<file path="config.mk">
export PLATFORM = sky130hd
export DESIGN_NAME = uart_rx_fsm
export DESIGN_NICKNAME = d
export VERILOG_FILES = /design/src/rtl/uart_rx_pkg.sv /design/src/rtl/uart_rx_fsm_edge_bit_counter.sv /design/src/rtl/uart_rx_fsm.sv
export SDC_FILE = /design/constraint.sdc
export NUM_CORES = 1
export LEC_CHECK = 0
export BUFFER_PORTS_ARGS = -buffer_cell sky130_fd_sc_hd__buf_2
export CORE_MARGIN = 4
export CORE_UTILIZATION = 50
export CTS_CLUSTER_DIAMETER = 200
export DETAILED_ROUTE_END_ITERATION = 10
export PLACE_DENSITY = 0.76
export SLEW_MARGIN = 20
export SYNTH_ARGS = -nofsm -noshare
export SYNTH_HDL_FRONTEND = slang
export SYNTH_SLANG_ARGS = --single-unit
</file>
<file path="constraint.sdc">
create_clock -name clk -period 2.2 [get_ports clk]
set_input_delay 0.44 -clock clk [delete_from_list [all_inputs] [get_ports clk]]
set_output_delay 0.44 -clock clk [all_outputs]
set_load 0.1 [all_outputs]
</file>
<file path="src/rtl/uart_rx_pkg.sv">
// Shared definitions for the UART receive control path.
package uart_rx_pkg;

    localparam int unsigned STATE_W   = 3;
    localparam int unsigned BIT_CNT_W = 4;

    // Supported oversampling ratios.
    localparam int unsigned PRESCALE_8  = 8;
    localparam int unsigned PRESCALE_16 = 16;
    localparam int unsigned PRESCALE_32 = 32;

    // Frame phase encoding.
    typedef enum logic [STATE_W-1:0] {
        IDLE   = 3'd0,
        START  = 3'd1,
        DATA   = 3'd2,
        PARITY = 3'd3,
        STOP   = 3'd4
    } state_t;

endpackage

</file>
<file path="src/rtl/uart_rx_fsm_edge_bit_counter.sv">
// Oversampling edge counter and in-frame bit index counter.
module edge_bit_counter #(
    parameter int unsigned PWIDTH = 6
) (
    input  logic              clk,
    input  logic              rst,
    input  logic              enable,
    input  logic              clear,
    input  logic [PWIDTH-1:0] prescale_q,
    output logic [PWIDTH-1:0] edge_counter,
    output logic [3:0]        bit_count,
    output logic              bit_end
);

    // Last oversampling edge of the current bit.
    assign bit_end = enable && (edge_counter == (prescale_q - PWIDTH'(1)));

    // Edge counter wraps at bit end and advances the bit index.
    always_ff @(posedge clk) begin
        if (rst || clear) begin
            edge_counter <= '0;
            bit_count    <= '0;
        end else if (enable) begin
            if (bit_end) begin
                edge_counter <= '0;
                bit_count    <= bit_count + 4'd1;
            end else begin
                edge_counter <= edge_counter + PWIDTH'(1);
            end
        end
    end

endmodule

</file>
<file path="src/rtl/uart_rx_fsm.sv">
// UART receive sequencer: frame phases, checker enables and result pulses.
module uart_rx_fsm
    import uart_rx_pkg::*;
#(
    parameter int unsigned DWIDTH = 8,
    parameter int unsigned PWIDTH = 6
) (
    input  logic              clk,
    input  logic              rst,
    input  logic              rx_in,
    input  logic              par_en,
    input  logic [PWIDTH-1:0] prescale,
    input  logic              strt_glitch,
    input  logic              par_err,
    input  logic              stp_err,
    output logic [PWIDTH-1:0] edge_counter,
    output logic [3:0]        bit_count,
    output logic              dat_samp_en,
    output logic              deser_en,
    output logic              strt_chk_en,
    output logic              par_chk_en,
    output logic              stp_chk_en,
    output logic              data_valid,
    output logic              par_err_o,
    output logic              frm_err_o
);

    state_t            state, state_next;
    logic [PWIDTH-1:0] prescale_q, prescale_next;
    logic              par_en_q, par_en_next;
    logic              perr_q, perr_next;
    logic              dv_next, pe_next, fe_next;
    logic              cnt_enable, cnt_clear, bit_end;
    logic              active;
    logic [PWIDTH-1:0] half;

    edge_bit_counter #(
        .PWIDTH(PWIDTH)
    ) u_cnt (
        .clk         (clk),
        .rst         (rst),
        .enable      (cnt_enable),
        .clear       (cnt_clear),
        .prescale_q  (prescale_q),
        .edge_counter(edge_counter),
        .bit_count   (bit_count),
        .bit_end     (bit_end)
    );

    // State, frame configuration and result pulse registers.
    always_ff @(posedge clk) begin
        if (rst) begin
            state      <= IDLE;
            prescale_q <= '0;
            par_en_q   <= 1'b0;
            perr_q     <= 1'b0;
            data_valid <= 1'b0;
            par_err_o  <= 1'b0;
            frm_err_o  <= 1'b0;
        end else begin
            state      <= state_next;
            prescale_q <= prescale_next;
            par_en_q   <= par_en_next;
            perr_q     <= perr_next;
            data_valid <= dv_next;
            par_err_o  <= pe_next;
            frm_err_o  <= fe_next;
        end
    end

    // Next-state, configuration latching and end-of-frame verdict.
    always_comb begin
        state_next    = state;
        prescale_next = prescale_q;
        par_en_next   = par_en_q;
        perr_next     = perr_q;
        dv_next       = 1'b0;
        pe_next       = 1'b0;
        fe_next       = 1'b0;
        case (state)
            IDLE: begin
                if (!rx_in) begin
                    prescale_next = prescale;
                    par_en_next   = par_en;
                    perr_next     = 1'b0;
                    state_next    = START;
                end
            end
            START: begin
                if (bit_end) state_next = strt_glitch ? IDLE : DATA;
            end
            DATA: begin
                if (bit_end && (bit_count == 4'(DWIDTH)))
                    state_next = par_en_q ? PARITY : STOP;
            end
            PARITY: begin
                if (bit_end) begin
                    perr_next  = perr_q | par_err;
                    state_next = STOP;
                end
            end
            STOP: begin
                if (bit_end) begin
                    if (perr_q)       pe_next = 1'b1;
                    else if (stp_err) fe_next = 1'b1;
                    else              dv_next = 1'b1;
                    if (!rx_in) begin
                        prescale_next = prescale;
                        par_en_next   = par_en;
                        perr_next     = 1'b0;
                        state_next    = START;
                    end else begin
                        state_next = IDLE;
                    end
                end
            end
            default: state_next = IDLE;
        endcase
    end

    // Counters run in any frame phase; they restart on every START entry and rest at 0 in IDLE.
    assign cnt_enable = (state != IDLE);
    assign cnt_clear  = (state_next == IDLE) || ((state_next == START) && (state != START));

    // Checker and sampler enables decoded from the current phase and edge position.
    assign active      = (state != IDLE);
    assign half        = prescale_q >> 1;
    assign dat_samp_en = active && (edge_counter >= (half - PWIDTH'(1)))
                                && (edge_counter <= (half + PWIDTH'(1)));
    assign strt_chk_en = (state == START);
    assign deser_en    = (state == DATA);
    assign par_chk_en  = (state == PARITY);
    assign stp_chk_en  = (state == STOP);

endmodule
</file>
# Word-level counts from Yosys, hierarchy flattened

Index checks and enable logic that the tools add are counted.

Word-level logic and storage cells: 69
Register bits: 24
Output and inout bits: 18
Input bits: 13

Reduce and logical (&&, ||, !) cells: 17
Add/sub/neg operators: 5
Magnitude comparators: 2
Bitwise logic cells: 3
Eq/ne operators: 10
Muxes and demuxes: 23

Operators by type and width:

| operator              | count |
|---|---|
| $mux W3               | 6 |
| $mux W6               | 3 |
| $pmux W3 S5           | 1 |
| $pmux W6 S2           | 1 |
| $mux W1               | 9 |
| $add A5 B1 Y6 const B | 1 |
| $add A6 B1 Y6 const B | 1 |
| $eq A3 B1 Y1 const B  | 2 |
| $eq A3 B2 Y1 const B  | 2 |
| $eq A6 B6 Y1          | 1 |
| $ge A6 B6 Y1          | 1 |
| $le A6 B6 Y1          | 1 |
| $logic_not A3 Y1      | 2 |
| $reduce_bool A3 Y1    | 2 |
| $sub A5 B1 Y6 const B | 1 |
| $sub A6 B1 Y6 const B | 1 |
| $logic_and A1 B1 Y1   | 5 |
| $add A4 B1 Y4 const B | 1 |
| $eq A4 B4 Y1 const B  | 1 |
| $ne A2 B1 Y1 const B  | 2 |
| $reduce_and A2 Y1     | 2 |
| $reduce_or A4 Y1      | 1 |
| $eq A3 B3 Y1 const B  | 1 |
| $ne A3 B1 Y1 const B  | 1 |
| 9 further kinds       | 11 |

# Logic depth before layout (Yosys ltp)

Word-level depth: 10
Mapped depth: 10
Gate-level depth less buffers: 10

# Modules after synthesis

A second synthesis with hierarchy kept.

Cell total of the unflattened synthesis: 194
Area, all modules: 1637.8 sq um

Modules (own cells, without submodules):

| module           | cells an instance | area an instance (sq um) | sequential area each (sq um) | instances |
|---|---|---|---|---|
| uart_rx_fsm      | 118               | 994.7                    | 280.3                        | 1 |
| edge_bit_counter | 76                | 643.1                    | 200.2                        | 1 |

# Worst setup path after synthesis

OpenSTA, ideal clock, no wires.

Kind: flip-flop to output port
Start point: reg u_cnt.edge_counter[1]
End point: out dat_samp_en
Buffers on the path: 0
Path slack: -2319 ps
Arrival time: 4079 ps
Stages on the path, launching flop included: 8
Required time: 1760 ps
Cells stage by stage: dfxtp_1 > ha_1 > nor2b_1 > o21a_1 > o21a_1 > o21ai_0 > a21oi_1 > nor3_1

Cells in the longest elaborated chain, start to end: 3
Elaborated cells on any way between the ends: 4
Classes of those cells: order compare (2); reduce/logical (2)

Ends and longest elaborated chain:

| element                 | line                               | RTL |
|---|---|---|
| start, declared         | uart_rx_fsm_edge_bit_counter.sv:10 | `output logic [PWIDTH-1:0] edge_counter,` |
| start signal, assigned  | uart_rx_fsm_edge_bit_counter.sv:28 | `edge_counter <= edge_counter + PWIDTH'(1);` |
| $ge A6 B6 Y1            | uart_rx_fsm.sv:128                 | `assign dat_samp_en = active && (edge_counter >= (half - PWIDTH'(1)))` |
| $logic_and A1 B1 Y1     | uart_rx_fsm.sv:128                 |  |
| $logic_and A1 B1 Y1 (*) | uart_rx_fsm.sv:129                 | `&& (edge_counter <= (half + PWIDTH'(1)));` |
| end, declared           | uart_rx_fsm.sv:18                  | `output logic dat_samp_en,` |

Every way passes the cells marked *; elsewhere a longest branch is shown, timed or not.

# Final worst setup path

Start point: reg prescale_q[1]
End point: out dat_samp_en

Cells in the longest elaborated chain, start to end: 4
Elaborated cells on any way between the ends: 6
Classes of those cells: add/sub (2); order compare (2); reduce/logical (2)

Ends and longest elaborated chain:

| element                 | line               | RTL |
|---|---|---|
| start, declared         | uart_rx_fsm.sv:29  | `logic [PWIDTH-1:0] prescale_q, prescale_next;` |
| start signal, assigned  | uart_rx_fsm.sv:62  | `prescale_q <= prescale_next;` |
| $sub A5 B1 Y6           | uart_rx_fsm.sv:128 |  |
| $ge A6 B6 Y1            | uart_rx_fsm.sv:128 |  |
| $logic_and A1 B1 Y1     | uart_rx_fsm.sv:128 |  |
| $logic_and A1 B1 Y1 (*) | uart_rx_fsm.sv:129 |  |

Marked as above.

==> out/metrics.csv <==
metric;value;unit
status;complete, but fails checks;
failing checks;negative setup slack;
post-synth top area share;28.4;%
RSZ-0062 raised after global routing;yes;
wirelength, routed;4090;µm
pwr dens;434;mW/mm²
DIE AREA;0.00438;mm²
Remaining DRCs;0;
CP Capture Type;output port;
CP arrival;2260;ps
area leader, netlist;dfxtp_1;
Async S/R FF share, synth;0;%
Placed Cells incl. Taps;290;
max-slew violation count;0;
Syn-to-layout area delta;33.9;%
first-pass GRT wire length;6670;µm
largest net degree at the start of global routing;26;
Synth Cell Area;0.00169;mm²
synthesis warning total;0;
Crit path buffers/inverters;3;
RR Startpoint;prescale_q[1]$_SDFFE_PP0P_;
root buffer cell;clkbuf_4;
TritonRoute pass-1 iters;4;
highest-delay cell along the critical path;dfxtp_2;
initial DRC count;46;
Yosys cell types;42;
reg-to-reg slack, setup;30;ps
min Tclk post-route;2700;ps
Setup CP Type;flip-flop to output port;
Hold EP;data_valid$_SDFF_PP0_;
reg2reg path depth;11;
final net count;287;
final std cells w/o fill;299;
register area share after synthesis;28.4;%
hold_sp;stp_err;
critical-path cell list;inv_4 > ha_4 > inv_2 > ha_4 > nor2b_1 > o21a_1 > o21a_1 > o21ai_2 > a21oi_2 > nor3_4 > buf_12;
Pleak;1.02;nW
Post-DP HPWL;3050;µm
total core area;0.00315;mm²
Setup TNS;-504;ps
final hold vios;0;
dpl cell area;0.00212;mm²
Initial Utilization;53.7;%
Required @ worst endpoint;1760;ps
worst setup margin;-504;ps
worst slew pin tran;490;ps
vias per inst;5.31;
worst reg2reg endpoint;u_cnt.bit_count[3]$_SDFFE_PP0P_;
number of global-route vias before repair;1510;
Synth Flop Type;dfxtp_1;
synth cell count leaders;dfxtp_1 (24), ha_1 (18), nand2b_1 (16), nor2_1 (15);
Die H;66.2;µm
clk sink count;24;
number of synthesized register bits;24;
net switching power;0.000309;W
grt total ovfl;0;
GPL Wtd Cong;0.830;
TritonCTS buffer count;3;
CP top delay family;compound AO/OA/AOI/OAI gates;
Net Sw Frac;31.4;%
HP Class;input port to flip-flop;
number of flops mapped to enable cells by yosys;0;
f_max;0.370;GHz
part of the power in registers;47.1;%
CP max FO;4;
Logic pwr share;32.4;%
clock latency on the worst-skew pair;320;ps
H-Tree Depth;1;
routed len/inst;13.7;µm
GRT Util Overall;19.3;%
Design Area, Final;0.00227;mm²
IO Count;31;
chip width;66.2;µm
mean area per synthesized cell;8.42;µm²
Syn Nets;232;
post-route ant nets;0;
maxcap violations;0;
CTS tree;yes;
initial antenna violation count;0;
CTS clock-pin slew for the worst setup and hold paths;120;ps
fin crit share;123;%
share of cells above drive strength 1;36.1;%
count leader, synth;dfxtp_1;
hold depth;2;
vias after detailed routing;1588;
final setup violation count;1;
top cells by area, synth;dfxtp_1 (28%), ha_1 (13%), nand2b_1 (5.9%);
max incr delay on CP;380;ps
slew margin rel.;67.5;%
Peak VDD IR;0.257;mV
Pint;0.000674;W
crit start category;flip-flop;
row cnt;20;
IO Port Bufs;30;
# diodes;0;
Final Skew;9.91;ps
clock share of power;20.5;%
cell count after synthesis;201;
largest buffer count on any clock path;2;
[registers in the layout (all words and copies together), names as in the netlist]
register / count
u_cnt.bit_count: 4
par_err_o: 1
u_cnt.edge_counter: 6
perr_q: 1
frm_err_o: 1
state: 3
data_valid: 1
par_en_q: 1
prescale_q: 6
[timing repair]
action	in CTS	in global routing
endpoints found under the hold margin	0	0
setup buffers	0	4
resized for setup	10	7
setup endpoints to repair	11	17
cloned	0	1
pin swaps	8	3
hold buffers	0	0
[cells by family after synthesis]
family                   after synthesis  share of synthesized area [%]
AND/OR/NAND/NOR                       81                           26.2
AO/OA/AOI/OAI                         34                           12.7
flip-flops                            24                           28.4
buffers and inverters                 20                           5.47
adder cells (fa/ha/maj)               18                           13.3
XOR/XNOR                              15                           8.57
multiplexers                           9                           5.40
[metal layers]
| metal | share of wire (%) | vias to the layer above | GRT usage (%) |
|---|---|---|---|
| li1 | - | 810 | - |
| met1 | 45 | 744 | 25.2 |
| met2 | 50 | 30 | 33.6 |
| met3 | 3.3 | 4 | 3.06 |
| met4 | 1.1 | 0 | 3.81 |
| met5 | 0 | - | 0 |
[how the worst max path moves through the flow]
stage	startpoint	endpoint	slack (ps)	cells after the start
2_1_floorplan	prescale_q[2]$_SDFFE_PP0P_	dat_samp_en	-650	10
3_3_place_gp	prescale_q[1]$_SDFFE_PP0P_	dat_samp_en	-250	11
3_5_place_dp	prescale_q[1]$_SDFFE_PP0P_	dat_samp_en	-280	11
4_1_cts	prescale_q[1]$_SDFFE_PP0P_	dat_samp_en	-510	11
5_1_grt	prescale_q[1]$_SDFFE_PP0P_	dat_samp_en	-630	11
6_report	prescale_q[1]$_SDFFE_PP0P_	dat_samp_en	-500	11
[cells in the final DEF, fill, tap and decap left out, drive strengths merged, types with 2 or more instances in the layout]
master,instances
dfxtp,24
o21ai,9
nand2b,16
and3,5
nand3b,2
and2,3
nand2,12
a21oi,11
nor4,3
nor2b,4
xor2,6
a21o,3
o21a,2
inv,10
or3,6
xnor2,8
clkbuf,4
ha,18
mux2i,8
nand4,6
buf,59
nor2,15
nor3,5
nand3,3
[power by group through the flow]
stage	Clock (W)	Combinational, W	Sequential (W)
after floorplan	0	0.000182	0.000473
after global placement	0	0.000276	0.000471
after detailed placement	0	0.000285	0.000471
after CTS	0.000203	0.000298	0.000463
after global routing	0.000224	0.000347	0.000466
final	0.000201	0.000319	0.000463
[area by class of cell]
type | count | area, µm²
well taps | 44 | 55.1
multi-input cells | 158 | 1250
repair buffers | 59 | 403
fillers | 284 | 886
clock buffers | 4 | 26.3
inverters | 10 | 40.0
flip-flops and latches | 24 | 493
[through the flow]
step	power (W)	utilization [%]	hold WS (ps)	setup slack [ps]
5_1_grt	0.00104	71.9	273	-635
3_5_place_dp	0.000756	67.1	462	-284
6_report	0.000983	71.9	275	-504
2_1_floorplan	0.000656	-	438	-653
4_1_cts	0.000964	69.5	277	-514
3_3_place_gp	0.000748	67.1	453	-251
Power figures use the tool's default switching activity.
